## config.mk

```make
export PLATFORM = sky130hd
export DESIGN_NAME = bam_mul_arbiter
export DESIGN_NICKNAME = d
export VERILOG_FILES = /design/src/rtl/bam_mul_arbiter.sv
export SDC_FILE = /design/constraint.sdc
export NUM_CORES = 1
export LEC_CHECK = 0
export ABC_AREA = 0
export CAP_MARGIN = 20
export CORE_MARGIN = 1
export CORE_UTILIZATION = 53
export DETAILED_ROUTE_END_ITERATION = 16
export GPL_ROUTABILITY_DRIVEN = 1
export PLACE_DENSITY_LB_ADDON = 0.3
export RECOVER_POWER = 100
export SLEW_MARGIN = 15
export SYNTH_ARGS = -nofsm -noshare
export SYNTH_HDL_FRONTEND = slang
export SYNTH_SLANG_ARGS = --single-unit
```

## constraint.sdc

```tcl
create_clock -name clk -period 4.6 [get_ports clk]
set_input_delay 0.46 -clock clk [delete_from_list [all_inputs] [get_ports clk]]
set_output_delay 0.46 -clock clk [all_outputs]
set_load 0.02 [all_outputs]
```

## src/rtl/bam_mul_arbiter.sv

```systemverilog
// bam_mul_arbiter: round-robin shared access to one 8x8 unsigned broken-array
// approximate multiplier (horizontal cut 5, vertical cut 9). It has a two-stage
// pipeline and one product accumulator per requester. Tagged results leave on a
// single output channel that supports backpressure.
module bam_mul_arbiter #(
  parameter  int NREQ  = 4,
  parameter  int ACC_W = 20,
  localparam int IDW   = $clog2(NREQ)
) (
  input  logic                clk,
  input  logic                rst,
  input  logic [NREQ-1:0]     req_valid,
  output logic [NREQ-1:0]     req_ready,
  input  logic [8*NREQ-1:0]   req_a,
  input  logic [8*NREQ-1:0]   req_b,
  input  logic [NREQ-1:0]     req_acc,
  output logic                out_valid,
  input  logic                out_ready,
  output logic [IDW-1:0]      out_id,
  output logic [15:0]         out_p,
  output logic [ACC_W-1:0]    out_data
);

  localparam int H_CUT = 5;  // rows b[0..H_CUT-1] are dropped
  localparam int V_CUT = 9;  // columns of weight below V_CUT are dropped
  localparam logic [IDW:0] NREQ_W = (IDW+1)'(NREQ);

  // (base + step) mod NREQ. The caller keeps base and step below NREQ,
  // so a single conditional subtract is enough.
  function automatic logic [IDW-1:0] wrap_add(input logic [IDW-1:0] base,
                                              input logic [IDW:0]   step);
    logic [IDW:0] sum;
    sum = {1'b0, base} + step;
    if (sum >= NREQ_W) sum = sum - NREQ_W;
    return sum[IDW-1:0];
  endfunction

  // Broken-array product. Only the partial products a[i]&b[j] with j >= H_CUT
  // and i+j >= V_CUT survive, so bits [V_CUT-1:0] of the result are always 0.
  function automatic logic [15:0] bam_mul(input logic [7:0] a, input logic [7:0] b);
    logic [15:0] p;
    p = '0;
    for (int j = H_CUT; j < 8; j++) begin
      for (int i = 0; i < 8; i++) begin
        if (i + j >= V_CUT) p = p + (16'(a[i] & b[j]) << (i + j));
      end
    end
    return p;
  endfunction

  // Pipeline and arbitration state
  logic [IDW-1:0]   rr_q;
  logic             s1_valid_q;
  logic [IDW-1:0]   s1_id_q;
  logic [7:0]       s1_a_q;
  logic [7:0]       s1_b_q;
  logic             s1_acc_q;
  logic             s2_valid_q;
  logic [IDW-1:0]   s2_id_q;
  logic [15:0]      s2_p_q;
  logic [ACC_W-1:0] s2_data_q;
  logic [ACC_W-1:0] acc_q [NREQ];

  logic             s2_load;
  logic             grant_en;
  logic             found;
  logic             transfer;
  logic [IDW-1:0]   grant_id;
  logic [IDW-1:0]   cand;
  logic [NREQ-1:0]  grant;
  logic [7:0]       a_arr [NREQ];
  logic [7:0]       b_arr [NREQ];
  logic [15:0]      prod;
  logic [ACC_W-1:0] acc_new;

  // Stall chain: S2 drains or is empty, S1 then moves up, and a grant is only
  // issued into an S1 slot that is free this cycle.
  assign s2_load  = !s2_valid_q || out_ready;
  assign grant_en = !s1_valid_q || s2_load;

  // Rotating-priority search from rr upward. The operand slices are unpacked for muxing.
  always_comb begin
    // NOTE: every variable gets a default before any conditional assignment,
    // so no path leaves it unassigned and no latch is inferred.
    found    = 1'b0;
    grant_id = '0;
    cand     = '0;
    grant    = '0;
    for (int i = 0; i < NREQ; i++) begin
      a_arr[i] = req_a[i*8 +: 8];
      b_arr[i] = req_b[i*8 +: 8];
    end
    for (int k = 0; k < NREQ; k++) begin
      cand = wrap_add(rr_q, (IDW+1)'(k));
      if (!found && req_valid[cand]) begin
        found    = 1'b1;
        grant_id = cand;
      end
    end
    if (found && grant_en && !rst) grant[grant_id] = 1'b1;
  end

  assign req_ready = grant;
  assign transfer  = |grant;

  // Multiplier on S1 operands and the accumulator read-modify result
  assign prod    = bam_mul(s1_a_q, s1_b_q);
  assign acc_new = s1_acc_q ? acc_q[s1_id_q] + ACC_W'(prod) : ACC_W'(prod);

  // Round-robin pointer moves past the winner only on an actual transfer
  always_ff @(posedge clk or posedge rst) begin
    if (rst) begin
      rr_q <= '0;
    end else if (transfer) begin
      // NOTE: sequential state uses non-blocking assignments so all registers
      // sample pre-edge values, independent of block evaluation order.
      rr_q <= wrap_add(grant_id, (IDW+1)'(1));
    end
  end

  // Stage 1 captures the granted request's operands
  always_ff @(posedge clk or posedge rst) begin
    if (rst) begin
      s1_valid_q <= 1'b0;
      s1_id_q    <= '0;
      s1_a_q     <= '0;
      s1_b_q     <= '0;
      s1_acc_q   <= 1'b0;
    end else if (grant_en) begin
      s1_valid_q <= transfer;
      if (transfer) begin
        s1_id_q  <= grant_id;
        s1_a_q   <= a_arr[grant_id];
        s1_b_q   <= b_arr[grant_id];
        s1_acc_q <= req_acc[grant_id];
      end
    end
  end

  // Stage 2 registers the product and writes back the accumulator
  always_ff @(posedge clk or posedge rst) begin
    if (rst) begin
      s2_valid_q <= 1'b0;
      s2_id_q    <= '0;
      s2_p_q     <= '0;
      s2_data_q  <= '0;
      // NOTE: the accumulator bank is cleared on reset because a following
      // accumulate request must see zero. This makes it flops, not RAM.
      for (int i = 0; i < NREQ; i++) acc_q[i] <= '0;
    end else if (s2_load) begin
      s2_valid_q <= s1_valid_q;
      if (s1_valid_q) begin
        s2_id_q         <= s1_id_q;
        s2_p_q          <= prod;
        s2_data_q       <= acc_new;
        acc_q[s1_id_q]  <= acc_new;
      end
    end
  end

  assign out_valid = s2_valid_q;
  assign out_id    = s2_id_q;
  assign out_p     = s2_p_q;
  assign out_data  = s2_data_q;

endmodule
```

# After elaboration in Yosys (flattened, before gate mapping)
# Index checks and enable logic that the tools add are counted.
# word_totals
out_inout_bits,43
ff_bits,141
inputBits,75
# op_classes
muxes,39
n_reduce_logical,18
n_bitwise,17
n_addsub,24
magnitude_cmp,14
# op_table
op,n
80-bit bitwise mux,1
20-bit two-way mux,4
20-bit binary-select mux with 2-bit select,1
20-bit demux with 2-bit select,1
16-bit by 12-bit adder with 16-bit output,2
16-bit by 13-bit adder with 16-bit output,2
16-bit by 14-bit adder with 16-bit output,2
8-bit binary-select mux with 2-bit select,2
8-bit two-way mux,4
20-bit by 16-bit adder with 20-bit output,1
"3-bit >= comparator, second input constant",6
2-bit two-way mux,9
15-bit by 11-bit adder with 16-bit output,1
16-bit by 10-bit adder with 16-bit output,1
16-bit by 11-bit adder with 16-bit output,1
16-bit by 15-bit adder with 16-bit output,1
14-bit by 10-bit adder with 15-bit output,1
1-bit bitwise AND,15
"2-bit by 3-bit less-than comparator with 1-bit output, second input constant",5
13-bit by 13-bit adder with 14-bit output,1
12-bit by 12-bit adder with 13-bit output,1
10-bit by 11-bit adder with 12-bit output,1
1-bit binary-select mux with 2-bit select,5
1-bit two-way mux,10
14 further kinds,34

# Depth between registers and ports, before layout
# Gate-level depths: netlist of run 1.
# logic_depth
word_depth,21
ltp_mapped,18
mapped_depth_nobuf,18

# Least setup slack after synthesis of run 1
# OpenSTA, ideal clock, no wires.
# synth_timing
path_kind,reg2reg
from,register s1_b_q[5]
to,register acc_q[78] (netlist bit)
synth_period_minus_slack_ps,3595
path_slack_ps,1005
arrival_ps,3529
stages_incl_launch_ff,19
path_buffers,0
path_cell_list,dfrtp_1 > nand2_1 > fa_1 > inv_1 > ha_1 > inv_1 > fa_1 > inv_1 > a21oi_1 > o21bai_1 > xnor2_1 > inv_1 > ha_1 > o21ai_0 > nand2b_1 > a21oi_1 > or4_1 > a21oi_1 > mux2_2
# synth_via
elab_chain_cells,18
word_cells_on_any_way,21
classes_between,15 x add/sub; 2 x mux; 4 x bitwise
# synth_rtl
item,line,rtl
"start, declared",56,logic [7:0] s1_b_q;
"start signal, assigned",134,s1_b_q <= b_arr[grant_id];
1-bit bitwise AND,45,if (i + j >= V_CUT) p = p + (16'(a[i] & b[j]) << (i + j));
10-bit by 11-bit adder with 12-bit output,45,
12-bit by 12-bit adder with 13-bit output,45,
13-bit by 13-bit adder with 14-bit output (*),45,
14-bit by 10-bit adder with 15-bit output (*),45,
15-bit by 11-bit adder with 16-bit output (*),45,
16-bit by 12-bit adder with 16-bit output (*),45,
16-bit by 13-bit adder with 16-bit output (*),45,
(+3 left out),n/a,
16-bit by 12-bit adder with 16-bit output (*),45,
16-bit by 13-bit adder with 16-bit output (*),45,
16-bit by 14-bit adder with 16-bit output (*),45,
16-bit by 15-bit adder with 16-bit output (*),45,
via prod[14],73,logic [15:0] prod;
20-bit by 16-bit adder with 20-bit output (*),108,assign acc_new = s1_acc_q ? acc_q[s1_id_q] + ACC_W'(prod) : ACC_W'(prod);
20-bit two-way mux (*),108,
80-bit bitwise mux (*),156,acc_q[s1_id_q] <= acc_new;
"end signal, assigned by index",156,
"end, declared",62,logic [ACC_W-1:0] acc_q [NREQ];
# Mark *: on every way through the listed nets, which the timed path passes. The rest lies on a longest branch.
# A chain may end at the register's enable or synchronous reset.

# Final worst setup path of run 1
# layout_timing
from,register s1_b_q[5]
to,register acc_q[58] (netlist bit)
# Same word-level chain as after synthesis.

==> results of run 1 <==
==> layer usage <==
layer | track usage | part of all wire | vias to the layer above
li1 | - | - | 2352
met1 | 0.306 | 0.43 | 2373
met2 | 0.429 | 0.50 | 128
met3 | 0.0659 | 0.045 | 25
met4 | 0.0807 | 0.017 | 0
met5 | 0 | 0 | -
==> stage by stage <==
step / hold WS, ns / cells
6_report: 0.472 / 889
3_5_place_dp: 0.464 / 857
3_3_place_gp: 0.454 / 857
5_1_grt: 0.496 / 889
2_1_floorplan: 0.441 / 642
4_1_cts: 0.477 / 889
==> kinds of logic (layout without fill, tap and decap cells) <==
group	after synthesis	in the layout
other	1	9
buffers and inverters	68	147
XOR/XNOR	10	10
AO/OA/AOI/OAI	130	130
flip-flops	125	125
multiplexers	81	81
adder cells (fa/ha/maj)	23	23
AND/OR/NAND/NOR	196	196
==> state kept, by name, summed over array words and instances, names as in the netlist <==
signal      count
acc_q          80
out_data       20
out_p           7
s1_a_q          6
s1_b_q          3
out_id          2
rr_q            2
s1_id_q         2
out_valid       1
s1_acc_q        1
s1_valid_q      1
==> cell type report <==
class | instances | area share
clock buffer | 22 | 0.0587
clock inverter | 10 | 0.0141
inverter | 22 | 0.0102
multi-input combinational | 449 | 0.396
sequential | 125 | 0.387
tap | 168 | 0.0260
timing repair buffer | 93 | 0.108
==> synth_stat cells, drive strengths merged, types with 9 or more instances <==
cell type  instances  area (um2)
nand2            139         522
inv               22        82.6
mux2i             22         220
and2               9        56.3
buf               19         128
a21oi             18        93.8
clkbuf            27         101
nor2              10        37.5
dfrtp            125        3130
ha                17         213
mux2              39         439
mux4              20         450
o21ai             84         420
==> path summary, 6_finish.rpt <==
kind	startpoint	to	slack [ns]	cells past startpoint
setup / recovery	s1_b_q[5]$_DFFE_PP0P_	acc_q[58]$_DFFE_PP0P_	0.47	18
hold / removal	out_data[0]$_DFFE_PP0P_	out_data[0]$_DFFE_PP0P_	0.47	2
setup reg to reg	s1_b_q[5]$_DFFE_PP0P_	acc_q[58]$_DFFE_PP0P_	0.47	18
hold reg to reg	out_data[0]$_DFFE_PP0P_	out_data[0]$_DFFE_PP0P_	0.47	2
max in group asynchronous	rst	s1_acc_q$_DFFE_PP0P_	1.19	3
min in group asynchronous	rst	out_valid$_DFFE_PP0P_	1.55	2
==> where the power goes <==
part / switching [uW] / leakage (uW) / internal, uW
Clock: 480 / 0.000278 / 836
Combinational: 1330 / 0.00179 / 924
Sequential: 194 / 0.00167 / 1330
Total: 2000 / 0.00374 / 3090
==> tightest hold or removal path, delay by kind of cell, from the launching register on <==
family	cells	cell delay [ns]
compound gates	1	0.06
flops	1	0.33
simple gates	1	0.04
==> metrics.md, run 1 <==
| Metric | Value |
|---|---|
| Status | finished with violations |
| Failing checks | max-capacitance violations, max-slew violations |
| Most frequent cells in the layout | nand2_1 (139), dfrtp_1 (125), o21ai_0 (84) |
| Pins Over Slew Limit | 79 |
| Largest family of logic cells by synthesized area | multiplexers |
| Via count | 4878 |
| Hpwl dp | 9700 um |
| Post-Synth Simple-Gate Area | 0.130 |
| CP top delay family | adder cells |
| CP startpoint kind | flip-flop |
| Overflow after GRT | 0 |
| Global-route wire length before repair | 24700 um |
| Max incr delay on CP | 0.53 ns |
| Register area | 3130 um2 |
| Unrepaired setup endpoints after global routing | false |
| Power Density | 631 nW/um2 |
| Sequential area share after synthesis | 0.473 |
| Worst hold path class | reg -> reg |
| Crit-path slowest cell | or4_1 |
| Layout Utilization | 0.667 |
| Fin crit share | 0.898 |
| Final Power | 5100 uW |
| Setup WS post-layout | 0.470 ns |
| WL final | 14400 um |
| P_leak | 0.00374 uW |
| CTS Sinks | 125 |
| # diodes | 0 |
| Fmax achieved | 0.242 GHz |
| Placement Cell Area | 7550 um2 |
| I/O Pins | 118 |
| Die Wd | 114 um |
| Critical-path cell list | nand2_1, fa_1, inv_1, ha_1, inv_1, fa_1, inv_1, a21oi_1, o21bai_1, xnor2_1, inv_1, ha_1, o21ai_0, nand2b_1, a21oi_1, or4_1, a21oi_1, mux2_2 |
| Slew HR | -0.938 |
| Clock transition at the registers of the reported paths | 0.05 ns |
| Num rows | 40 |
| Final Cell Area | 8080 um2 |
| Compound-Gate Fraction of Synth Area | 0.114 |
| Synth Area in XOR/XNOR | 0.0176 |
| Buffers plus inverters on the worst setup path | 4 |
| Synth warn | 0 |
| Initial antenna violation count | 0 |
| Adder-Cell Fraction of Synth Area | 0.0503 |
| Prevailing post-synth register cell | dfrtp_1 |
| CTS Buf Count | 17 |
| Setup bufs post-CTS | 0 |
| Skew final | 0.00708 ns |
| Multi-input gate area | 3200 um2 |
| Peak supply drop | 0.370 mV |
| Final Hold Vio Count | 0 |
| WP data required | 4.96 ns |
| Mapped Area | 6620 um2 |
| Clock latency on the worst-skew pair | 0.43 ns |
| Tightest Pin Transition | 2.91 ns |
| WS Path Type | reg -> reg |
| Total iterations of the first detailed-routing run | 4 |
| Syn Inst Count | 634 |
| Initial core utilization | 0.546 |
| Drt first-iter violations | 298 |
| CP Max Fanout | 5 |
| Number of fill cells in the layout | 930 |
| CTS tree | done |
| Die Area | 12900 um2 |
| DRT antenna net count | 0 |
| Hold-fix buffers, CTS | 0 |
| DR WL/cell | 16.2 um |
| Input/output buffers | 80 |
| Number of H-tree levels | 4 |
| Crit path DAT | 4.49 ns |
| Commonest non-fill, non-tap cell in the layout | nand2_1 |
| Multiplexer area fraction after synthesis | 0.168 |
| Crit-path most repeated cell | inv_1 |
| #FFs+latches synth | 125 |
| Setup TNS | 0 ns |
| Post-synth ARST share | 1.00 |
| Post-synth EDFFs | 0 |
| Die Height | 114 um |
| CTS Root Cell | clkbuf_16 |
| Tmin final | 4.13 ns |
| Residual DRC | 0 |
| Crit end category | flip-flop |
| Via density per instance | 5.49 |
| Max Cap Viol | 1 |
| Post-Syn Area per Cell | 10.4 um2 |
| Place WS | 0.499 ns |
| RePlAce Congestion | 0.900 |
| Final setup viols | 0 |
| Area growth, synth to finish | 22.1% |
| Layout cells sized above 1 | 0.143 |
| Total track usage | 0.249 |
| Post-CTS sizing | 0 |
| Clk buf depth | 2 |
| Largest net degree at the start of global routing | 79 |
| Vias in the first global route | 5057 |
| Final nets | 806 |
| Core area | 12100 um2 |
| Cell variety after synth | 51 |
Power figures use the tool's default switching activity.
==> run 2: changes to the inputs <==
--- a/config.mk
+++ b/config.mk
@@ -11,6 +11,7 @@
 export CORE_UTILIZATION = 53
 export DETAILED_ROUTE_END_ITERATION = 16
 export GPL_ROUTABILITY_DRIVEN = 1
+export GPL_TIMING_DRIVEN = 0
 export PLACE_DENSITY_LB_ADDON = 0.3
 export RECOVER_POWER = 100
 export SLEW_MARGIN = 15
==> run 2 against run 1 <==
Against the previous run:
- the run still ends with max-capacitance violations, max-slew violations left
- clock power up 3%
- worst hold slack about the same
- non-clock buffer count increased by 34
- global-route usage grew 2.6 points
- clock skew about the same
- sequential power decreased by 3%
- register-to-register slack got worse by 0.08 ns
- sequential cell count unchanged
- wire length grew 14%
- cell area grew 2.1%
- power grew 3.9%
- critical endpoint is now acc_q[39]$_DFFE_PP0P_
==> metrics.md, run 2 (same netlist as run 1, synthesis figures left out) <==
| Metric | Value |
|---|---|
| CTS Buf Count | 17 (unchanged) |
| Min-Delay Endpoint | out_data[1]$_DFFE_PP0P_ (was out_data[0]$_DFFE_PP0P_) |
| Max incr delay on CP | 0.49 ns (was 0.53 ns) |
| Cells on Worst Hold Path | 2 (unchanged) |
| Die Wd | 114 um (unchanged) |
| I/O Pins | 118 (unchanged) |
| Max Cap Viol | 2 (was 1) |
| Status | finished with violations (unchanged) |
| Register area | 3130 um2 (unchanged) |
| Input/output buffers | 80 (unchanged) |
| Area growth, synth to finish | 24.7% (was 22.1%) |
| Tmin final | 4.21 ns (was 4.13 ns) |
| Multi-input gate area | 3200 um2 (about the same) |
| Die Area | 12900 um2 (unchanged) |
| Final nets | 840 (was 806) |
| Layout cells sized above 1 | 0.150 (was 0.143) |
| DR WL/cell | 17.7 um (was 16.2 um) |
| Residual DRC | 0 (unchanged) |
| Via count | 5234 (was 4878) |
| WP data required | 4.94 ns (was 4.96 ns) |
| Pins Over Slew Limit | 128 (was 79) |
| Worst Hold Launch | out_data[1]$_DFFE_PP0P_ (was out_data[0]$_DFFE_PP0P_) |
| # diodes | 0 (unchanged) |
| Hpwl dp | 11400 um (was 9700 um) |
| Final setup viols | 0 (unchanged) |
| CP top delay family | buffers and inverters (was adder cells) |
| Crit-path slowest cell | clkbuf_1 (was or4_1) |
| CTS Root Cell | clkbuf_16 (unchanged) |
| Number of H-tree levels | 4 (unchanged) |
| Total track usage | 0.276 (was 0.249) |
| Global-route wire length before repair | 26900 um (was 24700 um) |
| Power Density | 642 nW/um2 (was 631 nW/um2) |
| RePlAce Congestion | 0.960 (was 0.900) |
| Setup TNS | 0 ns (unchanged) |
| Final Hold Vio Count | 0 (unchanged) |
| Fmax achieved | 0.238 GHz (was 0.242 GHz) |
| Crit end category | flip-flop (unchanged) |
| Tightest Pin Transition | 2.03 ns (was 2.91 ns) |
| Reg-to-reg endpoint | acc_q[39]$_DFFE_PP0P_ (was acc_q[58]$_DFFE_PP0P_) |
| Core area | 12100 um2 (unchanged) |
| CP Max Fanout | 10 (was 5) |
| Max FFs per register | 80 (unchanged) |
| Clock latency on the worst-skew pair | 0.42 ns (was 0.43 ns) |
| Setup bufs post-CTS | 0 (unchanged) |
| Unrepaired setup endpoints after global routing | false (unchanged) |
| Buffers plus inverters on the worst setup path | 3 (was 4) |
| Slew HR | -0.361 (was -0.938) |
| Via density per instance | 5.68 (was 5.49) |
| Overflow after GRT | 0 (unchanged) |
| Crit-path most repeated cell | buf_2 (was inv_1) |
| DRT antenna net count | 0 (unchanged) |
| Vias in the first global route | 5351 (was 5057) |
| CTS tree | done (unchanged) |
| Initial core utilization | 0.546 (unchanged) |
| Initial antenna violation count | 0 (unchanged) |
| CP Launch Point | s1_id_q[1]$_DFFE_PP0P_ (was s1_b_q[5]$_DFFE_PP0P_) |
| Num rows | 40 (unchanged) |
| Die Height | 114 um (unchanged) |
| P_leak | 0.00383 uW (was 0.00374 uW) |
| CTS Sinks | 125 (unchanged) |
| WS Path Type | reg -> reg (unchanged) |
| Post-CTS sizing | 0 (unchanged) |
| Grt met1 use | 0.344 (was 0.306) |
| Reg2reg start | s1_id_q[1]$_DFFE_PP0P_ (was s1_b_q[5]$_DFFE_PP0P_) |
| Final Cell Area | 8250 um2 (was 8080 um2) |
| Gr busiest metal | met2 (unchanged) |
| Fin crit share | 0.915 (was 0.898) |
| Met2 global-route usage | 0.469 (was 0.429) |
| Worst hold path class | reg -> reg (unchanged) |
| WL final | 16300 um (was 14400 um) |
| CP startpoint kind | flip-flop (unchanged) |
| Clk buf depth | 2 (unchanged) |
| Most frequent cells in the layout | nand2_1 (139), dfrtp_1 (125), o21ai_0 (84) (unchanged) |
| Worst r2r path cells | 12 (was 18) |
| Skew final | 0.00744 ns (was 0.00708 ns) |
| Largest net degree at the start of global routing | 80 (was 79) |
| Crit path DAT | 4.55 ns (was 4.49 ns) |
| Total iterations of the first detailed-routing run | 7 (was 4) |
| Commonest non-fill, non-tap cell in the layout | nand2_1 (unchanged) |
| Placement Cell Area | 7700 um2 (was 7550 um2) |
| Number of fill cells in the layout | 960 (was 930) |
| Drt first-iter violations | 319 (was 298) |
| Failing checks | max-capacitance violations, max-slew violations (unchanged) |
| Layout Utilization | 0.681 (was 0.667) |
| Critical-path cell list | buf_2, clkbuf_1, buf_2, mux4_2, ha_1, fa_1, a21o_1, a21oi_1, nor2_1, a211oi_4, mux2_2, o211ai_1 (was nand2_1, fa_1, inv_1, ha_1, inv_1, fa_1, inv_1, a21oi_1, o21bai_1, xnor2_1, inv_1, ha_1, o21ai_0, nand2b_1, a21oi_1, or4_1, a21oi_1, mux2_2) |
| Peak supply drop | 0.469 mV (was 0.370 mV) |
| Top reg by flops | acc_q (unchanged) |
| Number of cells on the critical path | 12 (was 18) |
| Clock transition at the registers of the reported paths | 0.05 ns (about the same) |
| Worst R2R Setup Slack | 0.39 ns (was 0.47 ns) |
| GR Util met3 | 0.0579 (was 0.0659) |
| Hold-fix buffers, CTS | 0 (unchanged) |
run 2: cell types whose count changed in the layout (fill, tap and decap cells not counted), sizes merged:
cell	previous run	this run
clkinvlp	4	3
buf	5	16
bufinv	2	3
clkbuf	30	51
inv	22	21
dlygate4sd3	35	36
clkinv	4	6
clkdlybuf4s50	45	44
run 2: power by group:
| group | leakage [uW] | switching, uW | internal, uW |
|---|---|---|---|
| registers | 0.00167 | 148 | 1340 |
| logic | 0.00187 | 1500 | 959 |
| clock network | 0.000292 | 486 | 873 |
| total | 0.00383 | 2130 | 3170 |
run 2: per-layer routing:
layer	vias to the layer above	routed length (um)	share of wire
li1	2418	-	-
met1	2617	6810	0.42
met2	169	8250	0.51
met3	30	906	0.055
met4	0	353	0.022
met5	-	0	0
run 2: worst max-delay path by stage:
stage	to	slack [ns]
finish	acc_q[39]$_DFFE_PP0P_	0.39
global route	s1_acc_q$_DFFE_PP0P_	0.1
CTS	out_data[16]$_DFFE_PP0P_	0.41
detailed placement	acc_q[38]$_DFFE_PP0P_	0.49
global placement	out_data[6]$_DFFE_PP0P_	-0.74
floorplan	acc_q[0]$_DFFE_PP0P_	0.81
run 2: cell type report:
| type | instances | area share |
|---|---|---|
| Clock inverter | 11 | 0.0173 |
| Tap cell | 168 | 0.0255 |
| Timing Repair Buffer | 81 | 0.0977 |
| Buffer | 46 | 0.0275 |
| Inverter | 22 | 0.0102 |
| Clock buffer | 20 | 0.0554 |
| Multi-Input combinational cell | 449 | 0.387 |
| Sequential cell | 125 | 0.379 |
run 2: stage by stage:
step	worst slack (ns)	total power, uW	hold WS [ns]	std cells
after floorplan	0.812	3210	0.441	642
after global placement	-0.744	3860	0.455	890
after detailed placement	0.489	3960	0.463	891
after CTS	0.413	5340	0.477	922
after global routing	0.0975	5610	0.489	922
final	0.392	5300	0.472	922
run 2: worst register-to-register path, cell delays in order, from the launching register on:
cell and delay [ns]:
dfrtp_1 0.40, buf_2 0.26, clkbuf_1 0.50, buf_2 0.46, mux4_2 0.38, ha_1 0.23, fa_1 0.42, a21o_1 0.20
a21oi_1 0.28, nor2_1 0.16, a211oi_4 0.38, mux2_2 0.39, o211ai_1 0.08
==> run 3: changes to the inputs <==
--- a/config.mk
+++ b/config.mk
@@ -6,12 +6,14 @@
 export NUM_CORES = 1
 export LEC_CHECK = 0
 export ABC_AREA = 0
+export ABC_CLOCK_PERIOD_IN_PS = 4600
 export CAP_MARGIN = 20
+export CORE_ASPECT_RATIO = 2
 export CORE_MARGIN = 1
 export CORE_UTILIZATION = 53
 export DETAILED_ROUTE_END_ITERATION = 16
 export GPL_ROUTABILITY_DRIVEN = 1
-export GPL_TIMING_DRIVEN = 0
+export GPL_TIMING_DRIVEN = 1
 export PLACE_DENSITY_LB_ADDON = 0.3
 export RECOVER_POWER = 100
 export SLEW_MARGIN = 15
==> run 3 against run 2 <==
Against the previous run:
- the flow still finishes with violations (max-capacitance violations, max-slew violations)
- core utilization down 1.6 points
- combinational power down 5%
- register-to-register slack worse by 0.06 ns
- global-route usage down 2.4 points
- critical endpoint is now acc_q[16]$_DFFE_PP0P_
==> metrics.md, run 3 (same netlist as run 1, synthesis figures left out) <==
| Metric | Value |
|---|---|
| DR WL/cell | 16.9 um (was 17.7 um) |
| Hold-fix buffers, CTS | 0 (unchanged) |
| Max incr delay on CP | 0.47 ns (was 0.49 ns) |
| CP top delay family | adder cells (was buffers and inverters) |
| Crit path DAT | 4.49 ns (was 4.55 ns) |
| Non-Filler Instances | 869 (was 922) |
| WS Path Type | reg -> reg (unchanged) |
| Placement Cell Area | 7530 um2 (was 7700 um2) |
| Die Wd | 81.0 um (was 114 um) |
| CP startpoint kind | flip-flop (unchanged) |
| Cells after DPL | 837 (was 891) |
| Layout cells sized above 1 | 0.141 (was 0.150) |
| Num rows | 57 (was 40) |
| Setup bufs post-CTS | 0 (unchanged) |
| Grt met1 use | 0.284 (was 0.344) |
| Status | finished with violations (unchanged) |
| Cells on Worst Hold Path | 2 (unchanged) |
| Tightest Pin Transition | 2.74 ns (was 2.03 ns) |
| Worst R2R Setup Slack | 0.33 ns (was 0.39 ns) |
| CTS Buf Count | 17 (unchanged) |
| WL final | 14700 um (was 16300 um) |
| Critical-path cell list | nand2_1, fa_1, inv_1, ha_1, inv_1, fa_1, inv_1, a21oi_1, o21bai_1, xnor2_1, inv_1, ha_1, or4_1, a21oi_1, nor2_1, xnor2_1, o31ai_1 (was buf_2, clkbuf_1, buf_2, mux4_2, ha_1, fa_1, a21o_1, a21oi_1, nor2_1, a211oi_4, mux2_2, o211ai_1) |
| Setup TNS | 0 ns (unchanged) |
| Final Cell Area | 8070 um2 (was 8250 um2) |
| Via density per instance | 5.76 (was 5.68) |
| Total iterations of the first detailed-routing run | 4 (was 7) |
| DRT antenna net count | 0 (unchanged) |
| Fmax achieved | 0.234 GHz (was 0.238 GHz) |
| Max Cap Viol | 2 (unchanged) |
| Initial antenna violation count | 0 (unchanged) |
| Via count | 5005 (was 5234) |
| Vias in the first global route | 5179 (was 5351) |
| Reg-to-reg endpoint | acc_q[16]$_DFFE_PP0P_ (was acc_q[39]$_DFFE_PP0P_) |
| Total track usage | 0.252 (was 0.276) |
| Worst Hold Launch | out_data[4]$_DFFE_PP0P_ (was out_data[1]$_DFFE_PP0P_) |
| Reg2reg start | s1_b_q[6]$_DFFE_PP0P_ (was s1_id_q[1]$_DFFE_PP0P_) |
| Core area | 12100 um2 (about the same) |
| Met2 global-route usage | 0.423 (was 0.469) |
| Die Height | 160 um (was 114 um) |
| Crit-path most repeated cell | inv_1 (was buf_2) |
| Fin crit share | 0.928 (was 0.915) |
| Worst r2r path cells | 17 (was 12) |
| Commonest non-fill, non-tap cell in the layout | nand2_1 (unchanged) |
| # diodes | 0 (unchanged) |
| Buffers plus inverters on the worst setup path | 4 (was 3) |
| Final Hold Vio Count | 0 (unchanged) |
| Largest net degree at the start of global routing | 63 (was 80) |
| Crit-path slowest cell | or4_1 (was clkbuf_1) |
| Hold slack | 0.469 ns (was 0.472 ns) |
| Power Density | 641 nW/um2 (was 642 nW/um2) |
| Tmin final | 4.27 ns (was 4.21 ns) |
| Input/output buffers | 80 (unchanged) |
| CTS Sinks | 125 (unchanged) |
| P_leak | 0.00374 uW (was 0.00383 uW) |
| Global-route wire length before repair | 24500 um (was 26900 um) |
| Min-Delay Endpoint | out_data[4]$_DFFE_PP0P_ (was out_data[1]$_DFFE_PP0P_) |
| Residual DRC | 0 (unchanged) |
| CTS Root Cell | clkbuf_16 (unchanged) |
| Clock latency on the worst-skew pair | 0.42 ns (about the same) |
| Pins Over Slew Limit | 99 (was 128) |
| Hpwl dp | 10200 um (was 11400 um) |
| Peak supply drop | 0.396 mV (was 0.469 mV) |
| I/O Pins | 118 (unchanged) |
| Crit end category | flip-flop (unchanged) |
| Failing checks | max-capacitance violations, max-slew violations (unchanged) |
| Skew final | 0.00763 ns (was 0.00744 ns) |
| Final nets | 807 (was 840) |
| WP data required | 4.83 ns (was 4.94 ns) |
| GR Util met3 | 0.0526 (was 0.0579) |
| Clock transition at the registers of the reported paths | 0.06 ns (was 0.05 ns) |
| Gr busiest metal | met2 (unchanged) |
| Slew HR | -0.836 (was -0.361) |
| Final setup viols | 0 (unchanged) |
| Post-CTS sizing | 0 (unchanged) |
| Unrepaired setup endpoints after global routing | false (unchanged) |
| Top reg by flops | acc_q (unchanged) |
| Most frequent cells in the layout | nand2_1 (139), dfrtp_1 (125), o21ai_0 (84) (unchanged) |
| CP Max Fanout | 6 (was 10) |
| Max FFs per register | 80 (unchanged) |
| Die Area | 13000 um2 (was 12900 um2) |
| Number of H-tree levels | 4 (unchanged) |
| CTS tree | done (unchanged) |
| Number of fill cells in the layout | 941 (was 960) |
| Worst hold path class | reg -> reg (unchanged) |
| Clk buf depth | 2 (unchanged) |
| Multi-input gate area | 3200 um2 (about the same) |
| Overflow after GRT | 0 (unchanged) |
| Register area | 3130 um2 (unchanged) |
| Initial core utilization | 0.546 (about the same) |
| Area growth, synth to finish | 21.9% (was 24.7%) |
| Drt first-iter violations | 252 (was 319) |
| Layout Utilization | 0.665 (was 0.681) |
| RePlAce Congestion | 0.982 (was 0.960) |
[run 3: cell count changes in the layout (fill, tap and decap cells not counted), moves of 2 or more]
cell	previous run	this run
buf_2	4	0
and2_1	9	6
clkbuf_1	31	8
clkinv_4	2	0
buf_4	11	3
dlygate4sd3_1	36	34
clkdlybuf4s50_1	44	46
clkbuf_2	1	3
and2_0	0	3
inv_6	0	4
[run 3: worst register-to-register path, delay by kind of cell (launching register included)]
kind,cells,cell delay (ns)
compound gates,4,0.68
xor+xnor,2,0.70
fa+ha+maj,4,1.28
buf+inv,4,0.30
flops,1,0.43
simple gates,3,0.68
[run 3: how the worst max path moves through the flow]
stage,depth (start not counted),slack [ns],startpoint,end
final,17,0.33,s1_b_q[6]$_DFFE_PP0P_,acc_q[16]$_DFFE_PP0P_
after global routing,9,0.07,req_valid[0],req_ready[2]
after CTS,18,0.43,s1_b_q[6]$_DFFE_PP0P_,acc_q[78]$_DFFE_PP0P_
after detailed placement,18,0.46,s1_b_q[5]$_DFFE_PP0P_,acc_q[78]$_DFFE_PP0P_
after global placement,18,0.54,s1_b_q[5]$_DFFE_PP0P_,acc_q[38]$_DFFE_PP0P_
after floorplan,1,0.81,rst,acc_q[0]$_DFFE_PP0P_
[run 3: routing by layer]
layer  share of wire  up-vias  wire length (um)
met4           0.047        0               689
met3           0.040       52               585
met1            0.37     2437              5450
met2            0.54      167              7990
li1                -     2349                 -
met5               0        -                 0
[run 3: area by class of cell]
cell class / instances / area share
well taps: 147 / 0.0228
repair buffers: 94 / 0.108
flip-flops and latches: 125 / 0.388
clock buffers: 20 / 0.0579
multi-input cells: 449 / 0.397
clock inverters: 12 / 0.0164
inverters: 22 / 0.0104
[run 3: report_power, final]
group / internal [uW] / switching, uW
sequential: 1330 / 185
combinational: 933 / 1380
clock: 843 / 495
total: 3110 / 2060
[run 3: metrics by stage]
stage | power, uW | worst slack [ns]
global route | 5500 | 0.0725
finish | 5170 | 0.332
detailed placement | 3900 | 0.460
CTS | 5270 | 0.425
floorplan | 3210 | 0.812
global placement | 3800 | 0.536
